[src/rtl/operand_b_decoder_if.sv]
// Fetch/decode bus between the B-operand decoder, its instruction ROM and the datapath.
// The master modport is the decoder side; slave is the ROM/datapath side.
interface operand_b_decoder_if;
  logic        stall;
  logic        jmp;
  logic [7:0]  jmp_addr;
  logic [7:0]  rom_addr;
  logic [15:0] rom_data;
  logic [1:0]  sel_b;
  logic [7:0]  im;
  logic [3:0]  alu_op;
  logic        op_valid;
  logic        illegal;

  modport master (
    input  stall, jmp, jmp_addr, rom_data,
    output rom_addr, sel_b, im, alu_op, op_valid, illegal
  );

  modport slave (
    output stall, jmp, jmp_addr, rom_data,
    input  rom_addr, sel_b, im, alu_op, op_valid, illegal
  );
endinterface

[src/rtl/operand_b_decoder.sv]
// Fetch/decode front end: walks the PC over a synchronous ROM and presents
// B-operand select, immediate and ALU opcode through a valid/stall handshake.
module operand_b_decoder (
  input  logic                 clk,
  input  logic                 rst,
  operand_b_decoder_if.master  bus
);

  typedef enum logic [1:0] {FETCH, LOAD, ISSUE} state_t;

  state_t      state, state_nxt;
  logic [7:0]  pc, pc_nxt;
  logic        load_en;
  logic [1:0]  sel_b_q;
  logic [7:0]  im_q;
  logic [3:0]  alu_op_q;
  logic        illegal_q;
  logic [1:0]  rsvd_unused;

  // Reserved code 11 falls back to the zero operand so the datapath stays benign.
  function automatic logic [1:0] decode_sel(input logic [1:0] src);
    return (src == 2'b11) ? 2'b01 : src;
  endfunction

  assign rsvd_unused = bus.rom_data[13:12];

  always_ff @(posedge clk or posedge rst) begin
    if (rst) begin
      state <= FETCH;
      pc    <= 8'd0;
    end else begin
      state <= state_nxt;
      pc    <= pc_nxt;
    end
  end

  always_comb begin
    state_nxt = state;
    pc_nxt    = pc;
    load_en   = 1'b0;
    case (state)
      FETCH: state_nxt = LOAD;
      LOAD: begin
        state_nxt = ISSUE;
        load_en   = 1'b1;
      end
      ISSUE: begin
        if (!bus.stall) begin
          state_nxt = FETCH;
          pc_nxt    = pc + 8'd1;
        end
      end
      default: state_nxt = FETCH;
    endcase
    // A jump overrides everything: in-flight fetches and presented words are dropped.
    if (bus.jmp) begin
      state_nxt = FETCH;
      pc_nxt    = bus.jmp_addr;
      load_en   = 1'b0;
    end
  end

  always_ff @(posedge clk or posedge rst) begin
    if (rst) begin
      sel_b_q   <= 2'b01;
      im_q      <= 8'd0;
      alu_op_q  <= 4'd0;
      illegal_q <= 1'b0;
    end else if (load_en) begin
      sel_b_q   <= decode_sel(bus.rom_data[15:14]);
      im_q      <= bus.rom_data[7:0];
      alu_op_q  <= bus.rom_data[11:8];
      illegal_q <= (bus.rom_data[15:14] == 2'b11);
    end
  end

  assign bus.rom_addr = pc;
  assign bus.sel_b    = sel_b_q;
  assign bus.im       = im_q;
  assign bus.alu_op   = alu_op_q;
  assign bus.illegal  = illegal_q;
  assign bus.op_valid = (state == ISSUE);

endmodule

[src/flat_wrapper.sv]
// flat-port wrapper written by rule: the top's interface ports become plain ports
module operand_b_decoder_flat 
  (clk, rst, bus_stall, bus_jmp, bus_jmp_addr, bus_rom_data, bus_rom_addr, bus_sel_b, bus_im, bus_alu_op, bus_op_valid, bus_illegal);
  operand_b_decoder_if bus_i ();
  input  logic clk;
  input  logic rst;
  input wire logic [$bits(bus_i.stall)-1:0] bus_stall;
  input wire logic [$bits(bus_i.jmp)-1:0] bus_jmp;
  input wire logic [$bits(bus_i.jmp_addr)-1:0] bus_jmp_addr;
  input wire logic [$bits(bus_i.rom_data)-1:0] bus_rom_data;
  output wire logic [$bits(bus_i.rom_addr)-1:0] bus_rom_addr;
  output wire logic [$bits(bus_i.sel_b)-1:0] bus_sel_b;
  output wire logic [$bits(bus_i.im)-1:0] bus_im;
  output wire logic [$bits(bus_i.alu_op)-1:0] bus_alu_op;
  output wire logic [$bits(bus_i.op_valid)-1:0] bus_op_valid;
  output wire logic [$bits(bus_i.illegal)-1:0] bus_illegal;
  assign bus_i.stall = bus_stall;
  assign bus_i.jmp = bus_jmp;
  assign bus_i.jmp_addr = bus_jmp_addr;
  assign bus_i.rom_data = bus_rom_data;
  assign bus_rom_addr = bus_i.rom_addr;
  assign bus_sel_b = bus_i.sel_b;
  assign bus_im = bus_i.im;
  assign bus_alu_op = bus_i.alu_op;
  assign bus_op_valid = bus_i.op_valid;
  assign bus_illegal = bus_i.illegal;
  operand_b_decoder u_core (.clk(clk), .rst(rst), .bus(bus_i));
endmodule
[config.mk]
export PLATFORM = sky130hd
export DESIGN_NAME = operand_b_decoder_flat
export DESIGN_NICKNAME = d
export VERILOG_FILES = /design/src/rtl/operand_b_decoder_if.sv /design/src/rtl/operand_b_decoder.sv /design/src/flat_wrapper.sv
export SDC_FILE = /design/constraint.sdc
export NUM_CORES = 1
export LEC_CHECK = 0
export CORE_AREA = 2 2 68 54
export DETAILED_ROUTE_END_ITERATION = 7
export DIE_AREA = 0 0 70 56
export PLACE_DENSITY = 0.71
export SYNTH_ARGS = -nofsm -noshare
export SYNTH_HDL_FRONTEND = slang
export SYNTH_SLANG_ARGS = --single-unit
[constraint.sdc]
create_clock -name clk -period 1.63 [get_ports clk]
set_clock_uncertainty 0.2 [all_clocks]
set_input_delay 0.2445 -clock clk [delete_from_list [all_inputs] [get_ports clk]]
set_output_delay 0.2445 -clock clk [all_outputs]
set_load 0.02 [all_outputs]
==> out/results.txt, run 1 <==
outcome: finished clean
largest family of logic cells by synthesized area: simple AND/OR/NAND/NOR gates
vias in the first global route: 984
die area: 3920 um2
layout net count: 195
io pins: 52
via count: 994
Yosys reg bits: 25
GR Util All Layers: 14.4%
critical path type: reg -> reg
htree depth: 1
Final min period: 1.63 ns
post-route ant nets: 0
Avg WL per Cell: 13.6 um
Worst Setup Start Kind: register
Remaining DRCs: 0
IO buf count: 49
Worst Setup EP: u_core.bus.rom_addr[7]$_DFFE_PP0P_
Area after DPL: 1780 um2
CTS buffer count: 3
Reg clk slew, reported paths: 0.09 ns
core area: 3200 um2
Post-synth top flop: dfrtp_1
Adder-Cell Fraction of Synth Area: 1.09%
critical path peak fanout: 5
placer congestion estimate: 0.720
FF-to-FF End: u_core.bus.rom_addr[7]$_DFFE_PP0P_
WP data arrival: 1.63 ns
Pleak: 0.829 nW
Reg2Reg Launch Point: u_core.state[0]$_DFFE_PP0P_
Cell Area, Synth: 1140 um2
Die Height: 56 um
design area: 1920 um2
clock sinks: 25
worst path required time: 1.64 ns
register area share after synthesis: 54.8%
final worst path period share: 99.7%
initial antenna violation count: 0
synth top area cells: dfrtp_1 52%, mux2_2 13%, o21ai_0 3.5%
RSZ-0062 raised after global routing: yes
count of pins over their slew limit: 0
Final WS setup: 0.00423 ns
hpwl dp: 2040 um
share of the synthesized area in the top cell type: 52.5%
compound-gate portion of the synthesized area: 5.46%
Worst setup EP type: register
final hold slack: 0.129 ns
worst reg2reg setup slack: 0.004 ns
DR vias/cell: 4.85
Final Hold Fails: 0
top cells by count, synth: 24 x dfrtp_1, 13 x mux2_2, 10 x nand2_1
Worst Tran Pin Value: 0.307 ns
peak supply drop: 639 uV
post-synthesis mux area share: 13.7%
share of post-route cells with drive strength above 1: 30.9%
wirelength, routed: 2800 um
Max clock buf depth: 2
post-synthesis cell count: 99
number of enable flip-flop cells after synthesis: 0
Ys Warns: 0
Syn-to-layout area delta: 67.4%
Pwr Density: 981 nW/um2
first-pass GRT wire length: 4620 um
Yosys top cell by area: dfrtp_1
row cnt: 18
xor/xnor share of the synthesized area: 1.53%
Setup TNS Final: 0 ns
largest net degree at the start of global routing: 26
CTS Root Cell: clkbuf_8
Filler cells: 270
Starting Density: 35.8%
Async SR Flop Fraction: 100%
number of max-cap violations: 0
CP Launch Point: u_core.state[0]$_DFFE_PP0P_
GRT Residual Overflow: 0
CTS tree: done
most frequent cell after synthesis: dfrtp_1
hold buffer count at CTS: 0
clock insertion delay at the later pin of the skew report: 0.26 ns
synthesized net count: 128
Syn Area/Cell: 11.6 um2
final setup fails: 0
n_diodes: 0
Place WS: -0.252 ns
area share of and/or/nand/nor cells after synthesis: 20.8%
R2R depth: 4
max_slew headroom: 79.3%
Die Wd: 70 um
Detailed Route Iter0 Violations: 47
synth unique cells: 28
min-delay worst type: in -> async
maximum clock frequency: 0.615 GHz
First-pass DRT Iterations: 4
## timing repair
action | 4_1_cts | 5_1_grt
setup buffers | 2 | 3
resized for setup | 27 | 18
setup endpoints to repair | 25 | 19
pin swaps | 1 | 9
cloned | 0 | 1
## how the worst min path moves through the flow
stage                     cells past startpoint  slack [ns]                               end
final                                         3        0.13  u_core.bus.alu_op[0]$_DFFE_PP0P_
after global routing                          3        0.15  u_core.bus.alu_op[0]$_DFFE_PP0P_
after CTS                                     3        0.14  u_core.bus.alu_op[0]$_DFFE_PP0P_
after detailed placement                      1        0.30  u_core.bus.alu_op[0]$_DFFE_PP0P_
after global placement                        1        0.29      u_core.bus.im[4]$_DFFE_PP0P_
after floorplan                               1        0.07  u_core.bus.alu_op[0]$_DFFE_PP0P_
## area by class of cell
class	instances	area [um2]	area share, %
repair buffers	66	624	32.6
inverters	3	11.3	0.587
clock inverters	1	7.51	0.392
clock buffers	3	41.3	2.15
multi-input cells	67	552	28.8
flip-flops and latches	25	631	32.9
well taps	40	50.0	2.61
## logic make-up after synthesis
kind of cell,Yosys count
compound gates,12
xor+xnor,2
fa+ha+maj,1
buf+inv,7
flops,25
mux,14
simple gates,38
## metrics by stage
step / instances / power [mW] / utilization [%]
after floorplan: 99 / 1.19 / -
after detailed placement: 196 / 1.59 / 55.7
final: 205 / 1.88 / 59.9
after CTS: 202 / 1.88 / 56.9
after global routing: 205 / 2.00 / 59.9
after global placement: 196 / 1.57 / 55.7
## critical path, stage by stage (launching register included)
cell       delay (ns)
dfrtp_2          0.46
nand4bb_4        0.22
buf_6            0.15
or4b_1           0.46
nand3_1          0.08
## layout by cell type, fill, tap and decap left out, types with 2 or more instances in the layout
master	instances
clkdlybuf4s50_1	25
dfrtp_2	3
dfrtp_1	21
buf_12	2
buf_4	11
clkbuf_8	3
nor2_1	2
nand3_1	3
nand4_1	2
o21ai_1	3
nand2_1	10
nand3_2	3
mux2_2	13
nor2b_1	5
xnor2_1	2
o21ai_0	7
nor3b_4	2
buf_6	3
inv_1	3
or4_4	3
dlygate4sd2_1	23
## power breakdown
group | internal, mW | total [mW] | switching, mW | leakage (nW)
Sequential | 0.758 | 0.837 | 0.0790 | 0.296
Combinational | 0.346 | 0.677 | 0.331 | 0.511
Clock | 0.173 | 0.367 | 0.194 | 0.0217
## layer usage
metal	part of all wire [%]	wire, um	track usage (%)	up-vias
met5	0	0	0	-
met4	0	0	1.65	0
met3	7.6	212	5.62	0
met2	51	1420	24.5	35
met1	42	1170	17.9	473
li1	-	-	-	486
## flip-flops by register name (all words and copies together), names as in the netlist
signal,flops
u_core.bus.im,8
u_core.state,2
u_core.bus.sel_b,2
u_core.bus.alu_op,4
u_core.bus.illegal,1
u_core.bus.rom_addr,8
No activity file was read; power rests on OpenSTA's default activity.
==> inputs of run 2 (changes only) <==
- CAP_MARGIN: default -> 20
- PLACE_DENSITY: 0.71 -> 0.69
==> out/results.txt, run 2 (same netlist as run 1, synthesis figures left out) <==
layout net count: 189 (-3.1%)
critical path type: reg -> reg
Syn-to-layout area delta: 59.2%
worst path required time: 1.59 ns (-0.05 ns)
hpwl dp: 1980 um (-2.8%)
met2 wire len: 1200 um (-16%)
hold buffer count at CTS: 0 (unchanged)
peak supply drop: 630 uV (-1.5%)
CP max stage delay: 0.42 ns (-0.04 ns)
FF-to-FF End: u_core.bus.im[2]$_DFFE_PP0P_
die area: 3920 um2 (unchanged)
Crit path max-delay family: flip-flops
placer congestion estimate: 0.817 (+13%)
Remaining DRCs: 0 (unchanged)
row cnt: 18 (unchanged)
top routing layer in use: met4
worst reg2reg setup slack: 0.03 ns (+0.02 ns)
min-delay worst type: in -> async
io pins: 52 (unchanged)
Pwr Density: 1030 nW/um2 (+4.5%)
final worst path period share: 98.3% (-1.5 points)
met3 wire length: 214 um (+0.94%)
final setup fails: 0 (unchanged)
count of pins over their slew limit: 0 (unchanged)
Starting Density: 35.8% (unchanged)
non-filler cells, final: 199 (-2.9%)
DRT met1 WL: 1260 um (+7.8%)
Worst Tran Pin Value: 0.380 ns (+0.0734 ns)
largest net degree at the start of global routing: 18 (-31%)
Filler cells: 275 (+1.9%)
max_slew headroom: 74.6% (-4.6 points)
clock sinks: 25 (unchanged)
R2R depth: 4 (unchanged)
dpl cells: 193 (-1.5%)
share of post-route cells with drive strength above 1: 23.3% (-7.6 points)
outcome: finished clean
DR vias/cell: 4.85 (about the same)
Final min period: 1.60 ns (-0.0239 ns)
WP data arrival: 1.57 ns (-0.06 ns)
Die Height: 56 um (unchanged)
CTS buffer count: 3 (unchanged)
maximum clock frequency: 0.624 GHz (+1.5%)
Max clock buf depth: 2 (unchanged)
core area: 3200 um2 (unchanged)
RSZ-0062 raised after global routing: yes
critical path peak fanout: 17 (+12)
vias in the first global route: 975 (-0.91%)
Worst Setup Start Kind: register
Area after DPL: 1760 um2 (-1.3%)
Detailed Route Iter0 Violations: 33 (-30%)
Final Hold Fails: 0 (unchanged)
CTS tree: done
Layout Utilization: 57.0% (-2.9 points)
most common cell after layout, fill and taps aside: clkdlybuf4s50_1
most frequent cells in the layout: 25 x clkdlybuf4s50_1, 23 x dlygate4sd2_1, 22 x dfrtp_1, 13 x mux2_2, 10 x nand2_1
IO buf count: 49 (unchanged)
GR Util All Layers: 14.9% (+0.50 points)
GRT Residual Overflow: 0 (unchanged)
CTS Root Cell: clkbuf_8
post-route ant nets: 0 (unchanged)
number of max-cap violations: 0 (unchanged)
via count: 965 (-2.9%)
first-pass GRT wire length: 4630 um (+0.28%)
initial antenna violation count: 0 (unchanged)
First-pass DRT Iterations: 2 (-2)
Buf/Inv on CP: 2 (+1)
Reg clk slew, reported paths: 0.09 ns (about the same)
Reg2Reg Launch Point: u_core.state[1]$_DFFE_PP0P_
Pleak: 0.785 nW (-5.3%)
design area: 1820 um2 (-4.9%)
clock insertion delay at the later pin of the skew report: 0.27 ns (about the same)
n_diodes: 0 (unchanged)
Avg WL per Cell: 13.5 um (-0.82%)
wirelength, routed: 2690 um (-3.7%)
CP max stage cell: dfrtp_1
CP Cell Sequence: buf_6, nor3b_4, buf_12, mux2_2
htree depth: 1 (unchanged)
Setup TNS Final: 0 ns (unchanged)
Die Wd: 70 um (unchanged)
Worst setup EP type: register
run 2: worst max path at each step:
stage                           startpoint  slack, ns                            endpoint  cells past startpoint
3_3_place_gp                     bus_stall      -0.32  u_core.bus.rom_addr[7]$_DFFE_PP0P_                      4
3_5_place_dp                     bus_stall      -0.35  u_core.bus.rom_addr[7]$_DFFE_PP0P_                      4
4_1_cts        u_core.state[0]$_DFFE_PP0P_      -0.01                        bus_op_valid                      2
5_1_grt        u_core.state[1]$_DFFE_PP0P_      -0.04  u_core.bus.rom_addr[6]$_DFFE_PP0P_                      4
6_report       u_core.state[1]$_DFFE_PP0P_       0.03        u_core.bus.im[2]$_DFFE_PP0P_                      4
2_1_floorplan  u_core.state[0]$_DFFE_PP0P_       0.03    u_core.bus.alu_op[0]$_DFFE_PP0P_                      3
run 2: timing repair:
item,CTS,global route
gates cloned,0,0
buffers inserted,2,0
gates resized for setup,28,7
hold endpoints to repair,0,0
setup endpoints to repair,41,18
pin swaps,0,2
run 2: metrics by stage:
| step | hold WS [ns] | setup WS (ns) | power (mW) |
|---|---|---|---|
| finish | 0.0398 | 0.0282 | 1.87 |
| global route | 0.0592 | -0.0377 | 2.00 |
| CTS | 0.0431 | -0.0117 | 1.90 |
| detailed placement | 0.295 | -0.352 | 1.59 |
| global placement | 0.288 | -0.323 | 1.57 |
| floorplan | 0.0711 | 0.0254 | 1.19 |
run 2: final cells by class:
class                   instances  area [um2]  area share, %
well taps                      40        50.0           2.75
repair buffers                 60         572           31.4
inverters                       3        11.3          0.618
clock buffers                   3        41.3           2.26
multi-input cells              67         512           28.1
clock inverters                 1        7.51          0.412
flip-flops and latches         25         629           34.5
run 2: routing by layer:
| metal | vias to the layer above | GRT usage, % |
|---|---|---|
| li1 | 476 | - |
| met1 | 445 | 20.4 |
| met2 | 40 | 22.4 |
| met3 | 4 | 5.62 |
| met4 | 0 | 3.30 |
| met5 | - | 0 |
run 2: power breakdown:
part           leakage [nW]  switching (mW)  internal [mW]  total, mW
clock                0.0217           0.209          0.173      0.382
sequential            0.298          0.0761          0.757      0.833
combinational         0.466           0.328          0.328      0.655
total                 0.785           0.612           1.26       1.87
==> inputs of run 3 (changes only) <==
- CORE_AREA: 2 2 68 54 -> 2 2 51 71
- DIE_AREA: 0 0 70 56 -> 0 0 53 73
==> out/results.txt, run 3 (same netlist as run 1, synthesis figures left out) <==
outcome: finished clean
Final min period: 1.62 ns (+0.0155 ns)
wirelength, routed: 2730 um (+1.6%)
post-route ant nets: 0 (unchanged)
clock sinks: 25 (unchanged)
WP data arrival: 1.63 ns (+0.06 ns)
FF-to-FF End: u_core.bus.im[5]$_DFFE_PP0P_
hpwl dp: 2000 um (+1.0%)
Setup TNS Final: 0 ns (unchanged)
most frequent cells in the layout: 25 x clkdlybuf4s50_1, 24 x dfrtp_1, 23 x dlygate4sd2_1, 13 x mux2_2, 10 x nand2_1
RSZ-0062 raised after global routing: yes
Worst Setup Start Kind: input pin
worst path required time: 1.64 ns (+0.05 ns)
non-filler cells, final: 200 (+0.50%)
CTS Root Cell: clkbuf_8
via count: 979 (+1.5%)
Worst Tran Pin Value: 0.349 ns (-0.0305 ns)
Reg area: 627 um2 (-0.40%)
clock insertion delay at the later pin of the skew report: 0.27 ns (about the same)
Reg2Reg Launch Point: u_core.state[1]$_DFFE_PP0P_
io pins: 52 (unchanged)
worst reg2reg setup slack: 0.01 ns (-0.02 ns)
number of max-cap violations: 0 (unchanged)
Worst setup EP type: register
Pwr Density: 1020 nW/um2 (-0.24%)
Layout Utilization: 54.8% (-2.2 points)
peak supply drop: 447 uV (-29%)
Filler cells: 315 (+15%)
share of post-route cells with drive strength above 1: 20.6% (-2.6 points)
row cnt: 25 (+7)
Die Wd: 53 um (-24%)
count of pins over their slew limit: 0 (unchanged)
first-pass GRT wire length: 4000 um (-14%)
n_diodes: 0 (unchanged)
IO buf count: 49 (unchanged)
largest net degree at the start of global routing: 26 (+8)
final worst path period share: 99.2% (+0.95 points)
First-pass DRT Iterations: 4 (+2)
CTS tree: done
critical path type: in -> reg
R2R depth: 4 (unchanged)
Max clock buf depth: 2 (unchanged)
Starting Density: 34.9% (-0.94 points)
Final Hold Fails: 0 (unchanged)
initial antenna violation count: 0 (unchanged)
core area: 3280 um2 (+2.7%)
vias in the first global route: 952 (-2.4%)
Syn-to-layout area delta: 57.3%
DR vias/cell: 4.90 (+0.94%)
hold buffer count at CTS: 0 (unchanged)
Reg clk slew, reported paths: 0.08 ns (about the same)
placer congestion estimate: 0.776 (-5.0%)
htree depth: 1 (unchanged)
max_slew headroom: 76.4% (+1.7 points)
Avg WL per Cell: 13.7 um (+1.1%)
Pleak: 0.784 nW (about the same)
Final WS setup: 0.0126 ns (-0.0155 ns)
final hold slack: 0.121 ns (+0.0811 ns)
Place WS: -0.257 ns (+0.0947 ns)
maximum clock frequency: 0.618 GHz (-0.96%)
Remaining DRCs: 0 (unchanged)
min-delay worst type: in -> async
GRT Residual Overflow: 0 (unchanged)
GR Util All Layers: 13.9% (-1.0 points)
layout net count: 190 (+0.53%)
area of the multi-input gates: 503 um2 (-1.7%)
most common cell after layout, fill and taps aside: clkdlybuf4s50_1
die area: 3870 um2 (-1.3%)
critical path peak fanout: 5 (-12)
CTS buffer count: 3 (unchanged)
Die Height: 73 um (+30%)
dpl cells: 193 (unchanged)
final setup fails: 0 (unchanged)
Detailed Route Iter0 Violations: 16 (-52%)
## run 3: layout make-up
cell class / instances / share of cell area (%)
Multi-Input combinational cell: 67 / 27.9
Inverter: 3 / 0.625
Timing Repair Buffer: 61 / 31.3
Clock buffer: 4 / 2.50
Sequential cell: 25 / 34.8
Tap cell: 40 / 2.78
## run 3: metal layers
metal	GRT usage, %	wire (um)	up-vias
met5	0	0	-
met4	8.55	67	0
met3	1.64	175	5
met2	25.0	1410	41
met1	14.9	1080	463
li1	-	-	470
## run 3: metrics by stage
| stage | power (mW) | cell area, um2 |
|---|---|---|
| 2_1_floorplan | 1.19 | 1150 |
| 5_1_grt | 1.95 | 1800 |
| 6_report | 1.84 | 1800 |
| 3_5_place_dp | 1.58 | 1750 |
| 3_3_place_gp | 1.56 | 1750 |
| 4_1_cts | 1.85 | 1760 |
## run 3: worst max-delay path, cell delays in order
cell             delay [ns]
clkdlybuf4s50_1        0.44
nand4bb_4              0.25
buf_6                  0.15
or4_1                  0.47
nand3_1                0.08
## run 3: how the worst max path moves through the flow
stage,from,to,slack [ns],cells past startpoint
finish,bus_stall,u_core.bus.rom_addr[4]$_DFFE_PP0P_,0.01,5
global route,u_core.state[0]$_DFFE_PP0P_,u_core.bus.rom_addr[7]$_DFFE_PP0P_,-0.04,4
global placement,bus_stall,u_core.bus.rom_addr[7]$_DFFE_PP0P_,-0.24,5
floorplan,u_core.state[0]$_DFFE_PP0P_,u_core.bus.alu_op[0]$_DFFE_PP0P_,0.03,3
CTS,u_core.state[0]$_DFFE_PP0P_,u_core.bus.rom_addr[7]$_DFFE_PP0P_,0.006,4
detailed placement,bus_stall,u_core.bus.rom_addr[7]$_DFFE_PP0P_,-0.26,5
## run 3: power breakdown
part,switching (mW),leakage (nW),internal [mW]
Clock,0.191,0.0228,0.175
Sequential,0.0793,0.300,0.757
Combinational,0.321,0.462,0.320
Total,0.591,0.784,1.25
## run 3: repair_timing
item | 4_1_cts | 5_1_grt
gates resized for setup | 25 | 4
gates cloned | 0 | 1
setup buffers | 0 | 2
pin swaps | 0 | 2
endpoints found under the setup margin | 24 | 8
